<file path="src/rtl/slot_alloc_pkg.sv">
// Shared sizing, FSM state type and priority-pick helper for the slot allocator.
package slot_alloc_pkg;

    localparam int unsigned N_SRC   = 7;
    localparam int unsigned N_SLOT  = 3;
    localparam int unsigned DW      = 8;
    localparam int unsigned SRC_IW  = $clog2(N_SRC);
    localparam int unsigned SLOT_IW = $clog2(N_SLOT);
    localparam int unsigned OCC_W   = $clog2(N_SLOT + 1);
    localparam int unsigned PICK_W  = (N_SRC > N_SLOT) ? N_SRC : N_SLOT;
    localparam int unsigned PICK_IW = $clog2(PICK_W);

    typedef enum logic [1:0] {
        IDLE  = 2'd0,
        ALLOC = 2'd1,
        DONE  = 2'd2
    } state_t;

    typedef struct packed {
        logic               found;
        logic [PICK_IW-1:0] idx;
    } pick_t;

    // Lowest-index set bit; scanning downward lets the lowest hit win.
    function automatic pick_t lowest_set(input logic [PICK_W-1:0] mask);
        pick_t r;
        r = '0;
        for (int i = int'(PICK_W) - 1; i >= 0; i--) begin
            if (mask[i]) begin
                r.found = 1'b1;
                r.idx   = PICK_IW'(i);
            end
        end
        return r;
    endfunction

endpackage

</file>
<file path="src/rtl/slot_alloc_ctrl_prio_pick.sv">
// Parameterised lowest-index priority encoder.
module prio_pick
    import slot_alloc_pkg::*;
#(
    parameter int unsigned W  = 4,
    parameter int unsigned IW = 2
) (
    input  logic [W-1:0]  mask,
    output logic          found_c,
    output logic [IW-1:0] idx_c
);

    pick_t pick_c;

    always_comb begin
        pick_c  = lowest_set(PICK_W'(mask));
        found_c = pick_c.found;
        idx_c   = IW'(pick_c.idx);
    end

endmodule

</file>
<file path="src/rtl/slot_alloc_ctrl.sv">
// Sequential batch allocator: one source resolved per cycle into a small slot pool,
// with merge of already-resident values and an always-on release port.
module slot_alloc_ctrl
    import slot_alloc_pkg::*;
(
    input  logic                   clk,
    input  logic                   rst_n,
    input  logic                   start,
    input  logic [N_SRC*DW-1:0]    src_data,
    input  logic                   rel_valid,
    input  logic [SLOT_IW-1:0]     rel_slot,
    output logic                   busy,
    output logic                   grant_valid,
    output logic [SRC_IW-1:0]      grant_src,
    output logic [SLOT_IW-1:0]     grant_slot,
    output logic                   grant_new,
    output logic                   stall,
    output logic                   done,
    output logic [N_SLOT-1:0]      slot_valid,
    output logic [N_SLOT*DW-1:0]   slot_data,
    output logic [OCC_W-1:0]       occupancy
);

    state_t                        state_q, state_d;
    logic [N_SRC-1:0][DW-1:0]      src_q, src_d;
    logic [N_SRC-1:0]              pending_q, pending_d;
    logic [N_SLOT-1:0][DW-1:0]     slot_q, data_d;
    logic [N_SLOT-1:0]             valid_d;
    logic                          gvalid_d, gnew_d, stall_d, done_d;
    logic [SRC_IW-1:0]             gsrc_d;
    logic [SLOT_IW-1:0]            gslot_d;

    logic [N_SLOT-1:0]             rel_mask_c, eff_valid_c, match_mask_c;
    logic                          src_found_c, free_found_c;
    logic [SRC_IW-1:0]             src_idx_c;
    logic [SLOT_IW-1:0]            free_idx_c;
    logic [DW-1:0]                 cur_c;
    pick_t                         match_c;

    // Release applied first: a released slot is free but never matchable this cycle.
    always_comb begin
        rel_mask_c = '0;
        for (int j = 0; j < int'(N_SLOT); j++) begin
            rel_mask_c[j] = rel_valid && (rel_slot == SLOT_IW'(j));
        end
        eff_valid_c = slot_valid & ~rel_mask_c;
    end

    prio_pick #(.W(N_SRC), .IW(SRC_IW)) u_pick_src (
        .mask    (pending_q),
        .found_c (src_found_c),
        .idx_c   (src_idx_c)
    );

    prio_pick #(.W(N_SLOT), .IW(SLOT_IW)) u_pick_free (
        .mask    (~eff_valid_c),
        .found_c (free_found_c),
        .idx_c   (free_idx_c)
    );

    always_comb begin
        cur_c = src_q[src_idx_c];
        for (int j = 0; j < int'(N_SLOT); j++) begin
            match_mask_c[j] = eff_valid_c[j] && (slot_q[j] == cur_c);
        end
        match_c = lowest_set(PICK_W'(match_mask_c));
    end

    // Next-state and registered-output decode.
    always_comb begin
        state_d   = state_q;
        src_d     = src_q;
        pending_d = pending_q;
        valid_d   = eff_valid_c;
        for (int j = 0; j < int'(N_SLOT); j++) begin
            data_d[j] = rel_mask_c[j] ? '0 : slot_q[j];
        end
        gvalid_d  = 1'b0;
        gsrc_d    = grant_src;
        gslot_d   = grant_slot;
        gnew_d    = grant_new;
        stall_d   = 1'b0;
        done_d    = (state_q == DONE);

        unique case (state_q)
            IDLE: begin
                if (start) begin
                    src_d = src_data;
                    for (int i = 0; i < int'(N_SRC); i++) begin
                        pending_d[i] = (src_data[i*DW +: DW] != '0);
                    end
                    state_d = (pending_d != '0) ? ALLOC : DONE;
                end
            end
            ALLOC: begin
                if (src_found_c) begin
                    if (match_c.found) begin
                        gvalid_d             = 1'b1;
                        gsrc_d               = src_idx_c;
                        gslot_d              = SLOT_IW'(match_c.idx);
                        gnew_d               = 1'b0;
                        pending_d[src_idx_c] = 1'b0;
                    end else if (free_found_c) begin
                        gvalid_d             = 1'b1;
                        gsrc_d               = src_idx_c;
                        gslot_d              = free_idx_c;
                        gnew_d               = 1'b1;
                        valid_d[free_idx_c]  = 1'b1;
                        data_d[free_idx_c]   = cur_c;
                        pending_d[src_idx_c] = 1'b0;
                    end else begin
                        stall_d = 1'b1;
                    end
                end
                if (pending_d == '0) begin
                    state_d = DONE;
                end
            end
            DONE:    state_d = IDLE;
            default: state_d = IDLE;
        endcase
    end

    always_ff @(posedge clk or negedge rst_n) begin
        if (!rst_n) begin
            state_q     <= IDLE;
            src_q       <= '0;
            pending_q   <= '0;
            slot_q      <= '0;
            slot_valid  <= '0;
            grant_valid <= 1'b0;
            grant_src   <= '0;
            grant_slot  <= '0;
            grant_new   <= 1'b0;
            stall       <= 1'b0;
            done        <= 1'b0;
        end else begin
            state_q     <= state_d;
            src_q       <= src_d;
            pending_q   <= pending_d;
            slot_q      <= data_d;
            slot_valid  <= valid_d;
            grant_valid <= gvalid_d;
            grant_src   <= gsrc_d;
            grant_slot  <= gslot_d;
            grant_new   <= gnew_d;
            stall       <= stall_d;
            done        <= done_d;
        end
    end

    assign busy      = (state_q != IDLE);
    assign slot_data = slot_q;

    always_comb begin
        occupancy = '0;
        for (int j = 0; j < int'(N_SLOT); j++) begin
            occupancy = occupancy + OCC_W'(slot_valid[j]);
        end
    end

endmodule

</file>
<file path="config.mk">
export PLATFORM = sky130hd
export DESIGN_NAME = slot_alloc_ctrl
export DESIGN_NICKNAME = d
export VERILOG_FILES = /design/src/rtl/slot_alloc_pkg.sv /design/src/rtl/slot_alloc_ctrl_prio_pick.sv /design/src/rtl/slot_alloc_ctrl.sv
export SDC_FILE = /design/constraint.sdc
export NUM_CORES = 1
export LEC_CHECK = 0
export BUFFER_PORTS_ARGS = -buffer_cell sky130_fd_sc_hd__buf_2
export CAP_MARGIN = 20
export CORE_MARGIN = 4
export CORE_UTILIZATION = 40
export DETAILED_ROUTE_END_ITERATION = 16
export GPL_ROUTABILITY_DRIVEN = 1
export HOLD_SLACK_MARGIN = 0.05
export SYNTH_ARGS = -nofsm -noshare
export SYNTH_HDL_FRONTEND = slang
export SYNTH_SLANG_ARGS = --single-unit
</file>
<file path="constraint.sdc">
create_clock -name clk -period 4.5 [get_ports clk]
set_input_delay 0.675 -clock clk [delete_from_list [all_inputs] [get_ports clk]]
set_output_delay 0.675 -clock clk [all_outputs]
set_load 0.005 [all_outputs]
</file>
==> Yosys cells after proc, flatten, opt, wreduce, memory -nomap -nowiden <==
Index checks and enable logic that the tools add are counted.
{ "word_totals": {"reg_bits": 101, "latch_bits": 0, "ram_bits": 0, "mem_bits_ro": 0, "word_cells": 123, "mem_count": 0} }
{ "classes": {"n_addsub": 2, "multipliers": 0, "div": 0, "n_lt_le_gt_ge": 4, "eq_ne": 9, "shift": 0, "n_mux": 57, "bitwise_logic": 6, "n_reduce_logical": 26} }
{ "op_table": {"columns": ["cell", "count"], "rows": [
  ["$mux 24", 4],
  ["$reduce_bool 8->1", 7],
  ["$mux 4", 13],
  ["$mux 8", 5],
  ["$mux 7", 5],
  ["$bmux 8 s3", 1],
  ["$bwmux 24", 1],
  ["$eq 8x8->1", 3],
  ["$mux 3", 6],
  ["$demux 8 s2", 1],
  ["$pmux 7 s2", 1],
  ["$mux 1", 12],
  ["$mux 2", 5],
  ["$logic_and 1x1->1", 8],
  ["$and 7x7->7", 1],
  ["$logic_not 7->1", 1],
  ["$not 7->7", 1],
  ["$reduce_bool 7->1", 1],
  ["$not 3->3", 2],
  ["$reduce_and 2->1", 3],
  ["$reduce_bool 2->1", 3],
  ["$eq 2x1->1 const B", 2],
  ["$eq 2x2->1 const B", 2],
  ["$logic_not 2->1", 2],
  ["other kinds (13)", 14]
]} }

==> Logic depth before layout (Yosys ltp) <==
Gate-level depths: netlist of run 1.
{ "logic_depth": {"depth_word": 20, "depth_mapped": 17, "depth_no_buf": 11} }

==> Hierarchy <==
From an unflattened synthesis of run 1, not the netlist that was laid out.
{ "hier_totals": {"hier_cells": 462, "area_unflattened_um2": 5242.5} }
{ "by_module_without_submodules": {"columns": ["mod", "n_inst", "cells_per_inst", "area_per_inst_um2", "seq_area_each_um2"], "rows": [
  ["slot_alloc_ctrl", 1, 448, 5149.9, 2527.4],
  ["prio_pick at u_pick_src", 1, 11, 72.6, 0.0],
  ["prio_pick at u_pick_free", 1, 3, 20.0, 0.0]
]} }

==> Worst setup path after synthesis of run 1 <==
No wires, ideal clock.
{ "synth_path": {"kind": "register to register", "from": "reg pending_q[1]", "to": "reg slot_q (netlist bit slot_data[9])", "setup_time_ns": 0.082, "arrival_time_ns": 3.185, "required_ns": 4.418, "setup_slack_ns": 1.233, "stages_incl_launch_ff": 16, "n_path_buf": 5, "period_less_slack_ns": 3.267, "path_cell_list": "dfrtp_1 -> buf_6 -> or2_1 -> buf_6 -> o211ai_4 -> a221oi_2 -> or4_1 -> buf_2 -> o211a_1 -> nand4_2 -> nand2_2 -> or3_1 -> buf_6 -> nor3b_2 -> buf_6 -> mux2i_1"} }
{ "synth_lines": {"columns": ["element", "line_no", "text"], "rows": [
  ["start, declared", "slot_alloc_ctrl.sv:26", "logic [N_SRC-1:0] pending_q, pending_d;"],
  ["start signal, assigned", "slot_alloc_ctrl.sv:140", "pending_q <= pending_d;"],
  ["end signal, assigned", "slot_alloc_ctrl.sv:141", "slot_q <= data_d;"],
  ["end, declared", "slot_alloc_ctrl.sv:27", "logic [N_SLOT-1:0][DW-1:0] slot_q, data_d;"]
]} }

==> flow_summary.json, run 1 <==
{
  "outcome": "finished, final reports clean",
  "drt_wl_total_um": 16090,
  "dieWidth_um": 125.8,
  "floorplan.rows": 42,
  "setup_tns_ns": 0,
  "tightest_slew_ns": 0.8680,
  "cts_buffer_depth": 2,
  "max_stage_delay_ns": 0.72,
  "drtIter0Drc": 414,
  "detail-route-antenna-nets": 0,
  "avgSynthCellArea_um2": 10.63,
  "critPathKind": "reg2reg",
  "slew_violations": 0,
  "utilization_pct": 48.73,
  "synthTopCellsByArea": "dfrtp_1 (46%), mux2_2 (11%), mux2i_1 (4.5%), nand2_1 (4.3%), nor2b_1 (1.9%)",
  "hp-class": "in2async",
  "gp_congestion": 0.8778,
  "start_util_pct": 41.41,
  "htreeDepth": 3,
  "synth_nets": 585,
  "synthCells": 522,
  "p_leak_uw": 0.002823,
  "ys_ff_latch": 101,
  "grt_remaining_overflow": 0,
  "numCtsBuffers": 9,
  "p_comb_share_pct": 50.3,
  "startpoint_type": "register",
  "drc": 0,
  "viasPerCell": 5.768,
  "grt_pass1_vias": 4586,
  "synth-main-ff-cell": "dfrtp_1",
  "io_buffers": 100,
  "p_switching_uw": 2318,
  "synth_edf_count": 0,
  "syn_to_final_growth_pct": 17.68,
  "ctsHoldBuffers": 0,
  "grt_antenna_before_repair": 0,
  "syn-cell-area_um2": 5549,
  "rsz0062_at_grt": "false",
  "fin_crit_ns": 4.182,
  "synth_area_leader_cell": "dfrtp_1",
  "ir_drop_uv": 306.1,
  "num_io_pins": 101,
  "seqPwrFrac_pct": 33.0,
  "grt_usage_pct": 20.67,
  "crit_slowest_cell": "nor3b_2",
  "wl_per_cell_um": 20.29,
  "grt_pass1_wl_um": 25830,
  "setup_violations": 0,
  "path_max_fanout": 12,
  "synthArstFlopShare_pct": 100.0,
  "hold_violations": 0,
  "dp_cells": 777,
  "die_h_um": 125.8,
  "die_area_um2": 15820,
  "cts_tree": "done",
  "cp_cell_sequence": "or2_1 > o211ai_4 > a221oi_2 > or4_1 > o2bb2ai_1 > nor4_1 > nand4b_2 > nand2_2 > or3_1 > nor3b_2 > mux2i_1",
  "grt_max_degree": 62,
  "switching_share_pct": 43.38,
  "nets": 675,
  "ys_types": 70,
  "core_um2": 13400,
  "antenna-diode-count": 0,
  "cts_num_sinks": 101,
  "drv_cap": 0,
  "min_period_over_period_pct": 92.94,
  "drive_gt1_share_pct": 32.90,
  "holdWs_ns": 0.3870,
  "clkTransAtPathRegs_ns": 0.07,
  "crit_required_ns": 4.77,
  "slew_headroom_pct": 41.88,
  "p_per_area_nw_per_um2": 818.3,
  "fmax_ghz": 0.2391,
  "ys_warn_count": 0,
  "detailed_place_hpwl_um": 12380,
  "cp-end-kind": "register",
  "power.share.clock_pct": 16.6,
  "p_int_uw": 3026,
  "final_cells": 793,
  "synth-seq-area-share_pct": 45.55,
  "cp.arrival_ns": 4.46,
  "drt_first_pass_iters": 5,
  "finClkSkew_ns": 0.008150,
  "synth_top_area_share_pct": 45.55,
  "clk_latency_ns": 0.36,
  "clockRootBuffer": "clkbuf_16",
  "num_vias": 4574
}
## placed cells by master (no fill, tap or decap), types with 4 or more instances in the layout
cell type,count
a21oi_1,18
nor2b_1,17
nand2_1,63
o31ai_1,6
clkbuf_16,9
or2_1,5
buf_2,99
nor2_1,18
mux2i_1,25
o21ai_0,19
a221oi_1,11
a211oi_1,4
nand3_1,5
o2bb2ai_1,6
mux2_2,55
nor3b_1,4
buf_4,11
a22oi_1,6
nor4_1,17
nand2b_1,10
a21o_1,4
dfrtp_1,101
a2bb2oi_1,4
inv_1,11
o22ai_1,10
## routing by layer
metal	part of all wire, %	global-route usage (%)	up-vias
li1	-	-	2129
met3	5.2	4.149	19
met4	1.6	5.741	0
met5	0	0	-
met1	47	29.75	2283
met2	46	31.97	143
## cell type report
cell class              count  area, um^2
fillers                  1285        6870
clock buffers              10       229.0
multi-input cells         379        2823
inverters                  11       41.29
clock inverters             6       111.4
flip-flops and latches    101        2527
repair buffers            110       578.1
well taps                 176       220.2
## stage by stage
stage          instance area [um^2]  power [uW]  worst slack [ns]
4_1_cts                        6520        5336           0.04668
3_3_place_gp                   6180        4403            0.2326
5_1_grt                        6530        5693           0.01121
3_5_place_dp                   6180        4426            0.1008
2_1_floorplan                  5549        3619             1.233
6_report                       6530        5343            0.3176
## cells by family after synthesis
group                    count (synthesis)  synth area share, %
AND/OR/NAND/NOR                        173                17.54
AO/OA/AOI/OAI                          122                16.57
flip-flops                             101                45.55
multiplexers                            81                15.87
buffers and inverters                   42                3.788
XOR/XNOR                                 2               0.3157
adder cells (fa/ha/maj)                  1               0.3608
## final timing paths
kind                              start            to  slack [ns]  cells after the start
max in group asynchronous         rst_n  slot_data[5]        3.10                      2
hold reg to reg               src_q[12]     src_q[12]        0.50                      1
min in group clk              src_q[12]     src_q[12]        0.50                      1
setup / recovery           pending_q[3]  slot_data[8]        0.32                     11
hold / removal                    rst_n     src_q[33]        0.39                      1
setup reg to reg           pending_q[3]  slot_data[8]        0.32                     11
## power groups by stage
stage               registers, uW  logic [uW]  clock network (uW)
finish                       1770        2690                 889
global route                 1830        2930                 935
CTS                          1760        2670                 907
detailed placement           1770        2650                   0
global placement             1770        2640                   0
floorplan                    1570        2050                   0
## synthesized netlist by cell type, types with 9 or more instances
cell type / number
clkbuf_1: 16
nor2_1: 18
nand2_1: 63
nor4_1: 17
a21oi_1: 18
mux2i_1: 25
buf_2: 9
nand2b_1: 10
o22ai_1: 10
a221oi_1: 11
o21ai_0: 19
mux2_2: 55
inv_1: 11
dfrtp_1: 101
nor2b_1: 17
## flip-flops by register name, summed over array words and instances, names as in the netlist
name,count
done,1
grant_new,1
grant_slot,2
grant_src,3
grant_valid,1
pending_q,7
slot_data,24
slot_valid,3
src_q,56
stall,1
state_q,2
## worst max-delay path, delay by kind of cell (launching register included)
family           cells  cell delay (ns)
flip-flops           1             0.52
AO/OA/AOI/OAI        3             0.81
multiplexers         1             0.27
AND/OR/NAND/NOR      7             2.48
## repair_timing
item | in CTS | in global routing
gates resized for setup | 0 | 2
setup buffers | 0 | 0
setup endpoints to repair | 0 | 7
No activity file was read; power rests on OpenSTA's default activity.
==> inputs of run 2 (changes only) <==
Settings changed: PLACE_DENSITY_LB_ADDON set to 0.25.
==> run 2 against run 1 <==
Total power fell by 2.6%. Hold slack improved by 0.066 ns. Utilization fell by 0.51 points. Global-route usage fell by 0.16 points. Clock skew barely moved. Fmax fell by 0.40%. Sequential power barely moved. Via count rose by 0.70%. Wire length rose by 0.63%. First-iteration DRC count rose by 8.7%. Largest cell class unchanged. Highest routed layer unchanged.
==> flow_summary.json, run 2 (synthesis gave the netlist of run 1 again) <==
{
  "min_period_over_period_pct": 93.32,
  "tightest_slew_ns": 0.9055,
  "cp-end-kind": "register",
  "largest_reg_flops": 56,
  "drv_cap": 0,
  "total_power_uw": 5204,
  "drive_gt1_share_pct": 31.98,
  "num_vias": 4606,
  "placed_cell_area_um2": 6180,
  "hp-class": "in2async",
  "crit_required_ns": 4.79,
  "io_buffers": 100,
  "clockRootBuffer": "clkbuf_16",
  "cts_num_sinks": 101,
  "floorplan.rows": 42,
  "drc": 0,
  "drt_wl_total_um": 16190,
  "core_um2": 13400,
  "die_area_um2": 15820,
  "outcome": "finished, final reports clean",
  "slew_violations": 0,
  "setup_violations": 0,
  "final_common_cell": "dfrtp_1",
  "grt_pass1_wl_um": 25720,
  "path_max_fanout": 10,
  "start_util_pct": 41.41,
  "cts_resized": 0,
  "holdWs_ns": 0.4528,
  "detail-route-antenna-nets": 0,
  "fin_crit_ns": 4.199,
  "p_per_area_nw_per_um2": 805.4,
  "critPathKind": "reg2reg",
  "dieWidth_um": 125.8,
  "detailed_place_hpwl_um": 12410,
  "cts_buffer_depth": 2,
  "antenna-diode-count": 0,
  "finClkSkew_ns": 0.008137,
  "wl_per_cell_um": 20.44,
  "hold_violations": 0,
  "htreeDepth": 3,
  "die_h_um": 125.8,
  "crit_end": "grant_src[1]",
  "p_leak_uw": 0.002793,
  "clkTransAtPathRegs_ns": 0.06,
  "grt_pass1_vias": 4554,
  "cp.arrival_ns": 4.49,
  "nets": 675,
  "drt_first_pass_iters": 6,
  "slew_headroom_pct": 39.63,
  "worstSetupStartpoint": "pending_q[5]",
  "ir_drop_uv": 281.8,
  "final_cell_mix": "dfrtp_1 (101), buf_2 (99), nand2_1 (63), mux2_2 (55), mux2i_1 (25)",
  "gp_congestion": 0.9352,
  "viasPerCell": 5.816,
  "r2r_slack_ns": 0.30,
  "r2r-start": "pending_q[5]",
  "post_cts_buffers": 0,
  "startpoint_type": "register",
  "grt_usage_pct": 20.51,
  "regMostFlops": "src_q",
  "numCtsBuffers": 9,
  "grt_remaining_overflow": 0,
  "stdcell_area_um2": 6461,
  "syn_to_final_growth_pct": 16.44,
  "reg2reg_to": "grant_src[1]",
  "rsz0062_at_grt": "false",
  "grt_antenna_before_repair": 0,
  "cts_tree": "done",
  "rr_worst_depth": 13,
  "num_io_pins": 101,
  "drtIter0Drc": 450,
  "clk_latency_ns": 0.35,
  "fmax_ghz": 0.2381,
  "grt_max_degree": 72,
  "setup_tns_ns": 0,
  "ctsHoldBuffers": 0
}
[run 2: cell types whose count changed in the layout (fill, tap and decap cells not counted)]
| cell | previous run | this run |
|---|---|---|
| nor3_2 | 1 | 0 |
| nor3_1 | 1 | 2 |
| bufinv_16 | 3 | 1 |
| clkbuf_1 | 1 | 4 |
| nand4bb_2 | 1 | 0 |
| nor3b_4 | 0 | 1 |
| nand4bb_1 | 0 | 1 |
| nor3b_2 | 1 | 0 |
| clkinvlp_4 | 1 | 0 |
| clkinv_4 | 1 | 0 |
[run 2: how the worst min path moves through the flow]
stage	startpoint	to	cells after the start
2_1_floorplan	rst_n	done	0
3_3_place_gp	grant_src[1]	grant_src[1]	1
3_5_place_dp	grant_slot[1]	grant_slot[1]	2
4_1_cts	rst_n	src_q[45]	1
5_1_grt	grant_slot[0]	grant_slot[0]	1
6_report	rst_n	src_q[47]	1
[run 2: metal layers]
metal  part of all wire, %  wire length (um)  global-route usage, %
met4                   1.6               267                  6.498
met5                     0                 0                      0
met2                    47              7559                  32.41
met1                    45              7361                  28.29
met3                   6.2              1002                  4.530
[run 2: report_power, final]
group	internal, uW	switching (uW)
combinational	1150	1510
clock	428	321
sequential	1330	463
total	2910	2290
[run 2: metrics by stage]
stage	cells	setup WS [ns]	utilization (%)
2_1_floorplan	522	1.233	-
3_3_place_gp	777	0.4388	46.12
3_5_place_dp	777	0.3408	46.12
4_1_cts	792	0.3115	48.17
5_1_grt	792	0.01162	48.22
6_report	792	0.3007	48.22
[run 2: final cells by class]
class / instances / area, um^2
well taps: 176 / 220.2
clock inverters: 2 / 35.03
clock buffers: 13 / 240.2
repair buffers: 110 / 578.1
multi-input cells: 379 / 2819
fillers: 1252 / 6939
inverters: 11 / 41.29
flip-flops and latches: 101 / 2527
[run 2: worst max-delay path, stage by stage, from the launching register on]
cell	delay (ns)
dfrtp_1	0.45
buf_4	0.19
nor3_1	0.67
a21oi_4	0.19
a221oi_1	0.45
or2_1	0.35
xor2_1	0.21
o2111ai_1	0.21
nor4_4	0.45
nand4bb_1	0.18
buf_4	0.20
nand2_4	0.11
a211oi_1	0.33
a21o_1	0.12
==> inputs of run 3 (changes only) <==
Settings changed: CORE_UTILIZATION 40 to 35, GPL_ROUTABILITY_DRIVEN 1 to 0.
==> run 3 against run 2 <==
Flip-flop and latch count unchanged. Cell count increased by 3.8%. Sequential share of layout area decreased by 0.11 points. Die area increased by 13%. Via count increased by 0.54%. Largest cell class unchanged.
==> flow_summary.json, run 3 (synthesis gave the netlist of run 1 again) <==
{
  "ctsHoldBuffers": 0,
  "slew_violations": 0,
  "floorplan.rows": 45,
  "viasPerCell": 5.634,
  "detailed_place_hpwl_um": 12660,
  "crit_required_ns": 4.76,
  "min_period_over_period_pct": 94.52,
  "start_util_pct": 36.10,
  "slew_headroom_pct": 41.75,
  "clockRootBuffer": "clkbuf_16",
  "cts_tree": "done",
  "wl_per_cell_um": 19.94,
  "tightest_slew_ns": 0.8738,
  "grt_remaining_overflow": 0,
  "grt_usage_pct": 18.48,
  "hp-class": "in2async",
  "ir_drop_uv": 277.8,
  "io_buffers": 100,
  "critPathKind": "reg2reg",
  "die_area_um2": 17930,
  "hold_violations": 0,
  "cp.arrival_ns": 4.51,
  "cts_num_sinks": 101,
  "htreeDepth": 3,
  "setup_violations": 0,
  "post_cts_buffers": 0,
  "rsz0062_at_grt": "false",
  "syn_to_final_growth_pct": 16.78,
  "drt_first_pass_iters": 5,
  "nets": 671,
  "path_max_fanout": 17,
  "r2r_slack_ns": 0.25,
  "die_h_um": 133.9,
  "finClkSkew_ns": 0.006804,
  "drive_gt1_share_pct": 31.91,
  "detail-route-antenna-nets": 0,
  "core_um2": 15370,
  "grt_antenna_before_repair": 0,
  "drt_wl_total_um": 16390,
  "final.fill_count": 1504,
  "clk_latency_ns": 0.35,
  "grt_pass1_vias": 4674,
  "dp_cells": 808,
  "final_cell_mix": "dfrtp_1 (101), buf_2 (99), nand2_1 (63), mux2_2 (55), mux2i_1 (25)",
  "clkTransAtPathRegs_ns": 0.07,
  "outcome": "finished, final reports clean",
  "p_per_area_nw_per_um2": 798.9,
  "fin_crit_ns": 4.253,
  "num_io_pins": 101,
  "p_leak_uw": 0.002778,
  "grt_pass1_wl_um": 26330,
  "utilization_pct": 42.16,
  "dieWidth_um": 133.9,
  "cp-end-kind": "register",
  "drv_cap": 0,
  "fmax_ghz": 0.2351,
  "cts_buffer_depth": 2,
  "drtIter0Drc": 408,
  "num_vias": 4631,
  "final_common_cell": "dfrtp_1",
  "antenna-diode-count": 0,
  "largest_reg_flops": 56,
  "numCtsBuffers": 9,
  "regMostFlops": "src_q",
  "startpoint_type": "register",
  "drc": 0,
  "setup_tns_ns": 0,
  "final_cells": 822,
  "grt_max_degree": 69
}
## run 3: area by class of cell
| cell class | instances | area [um^2] | share of cell area, % |
|---|---|---|---|
| clock buffer | 12 | 246.5 | 3.804 |
| sequential | 101 | 2527 | 39.00 |
| inverter | 11 | 41.29 | 0.6372 |
| multi-input combinational | 379 | 2818 | 43.48 |
| tap | 211 | 264.0 | 4.074 |
| timing repair buffer | 106 | 548.0 | 8.457 |
| clock inverter | 2 | 35.03 | 0.5406 |
## run 3: report_power, final
group	switching (uW)	total [uW]	internal, uW	leakage (uW)
clock network	318	758	440	0.000139
registers	482	1810	1330	0.00123
logic	1480	2610	1130	0.00141
## run 3: what timing repair did
action | CTS | global route
resized for setup | 0 | 1
endpoints found under the hold margin | 0 | 0
endpoints found under the setup margin | 0 | 2
## run 3: routing by layer
layer  global-route usage [%]  up-vias  share of wire [%]
met4                    6.514        0                2.2
li1                         -     2125                  -
met1                    25.78     2291                 45
met2                    28.61      187                 46
met3                    3.788       28                7.5
met5                        0        -                  0
## run 3: metrics by stage
step	setup slack, ns	power, uW	hold WS (ns)	area, um^2
floorplan	1.233	3619	0.3794	5549
global placement	0.3456	4339	0.4872	6193
detailed placement	0.2670	4389	0.4829	6193
CTS	0.2476	5174	0.4682	6475
global route	0.006171	5527	0.5206	6480
finish	0.2467	5177	0.4416	6480
## run 3: worst paths after layout
kind,start,depth (start not counted),endpoint
worst max-delay path,pending_q[4],11,slot_data[11]
worst min-delay path,rst_n,1,src_q[11]
worst max register to register,pending_q[4],11,slot_data[11]
worst min register to register,grant_src[0],2,grant_src[0]
max in group asynchronous,rst_n,2,src_q[45]
min in group clk,grant_src[0],2,grant_src[0]
## run 3: critical path, stage by stage, from the launching register on
cell       delay [ns]
dfrtp_1          0.66
and2b_1          0.31
o211ai_4         0.38
a221oi_2         0.18
or4_1            0.69
o2bb2ai_1        0.19
nor4_1           0.09
nand4b_2         0.16
nand2_2          0.10
or3_1            0.39
nor3b_2          0.71
mux2i_1          0.28
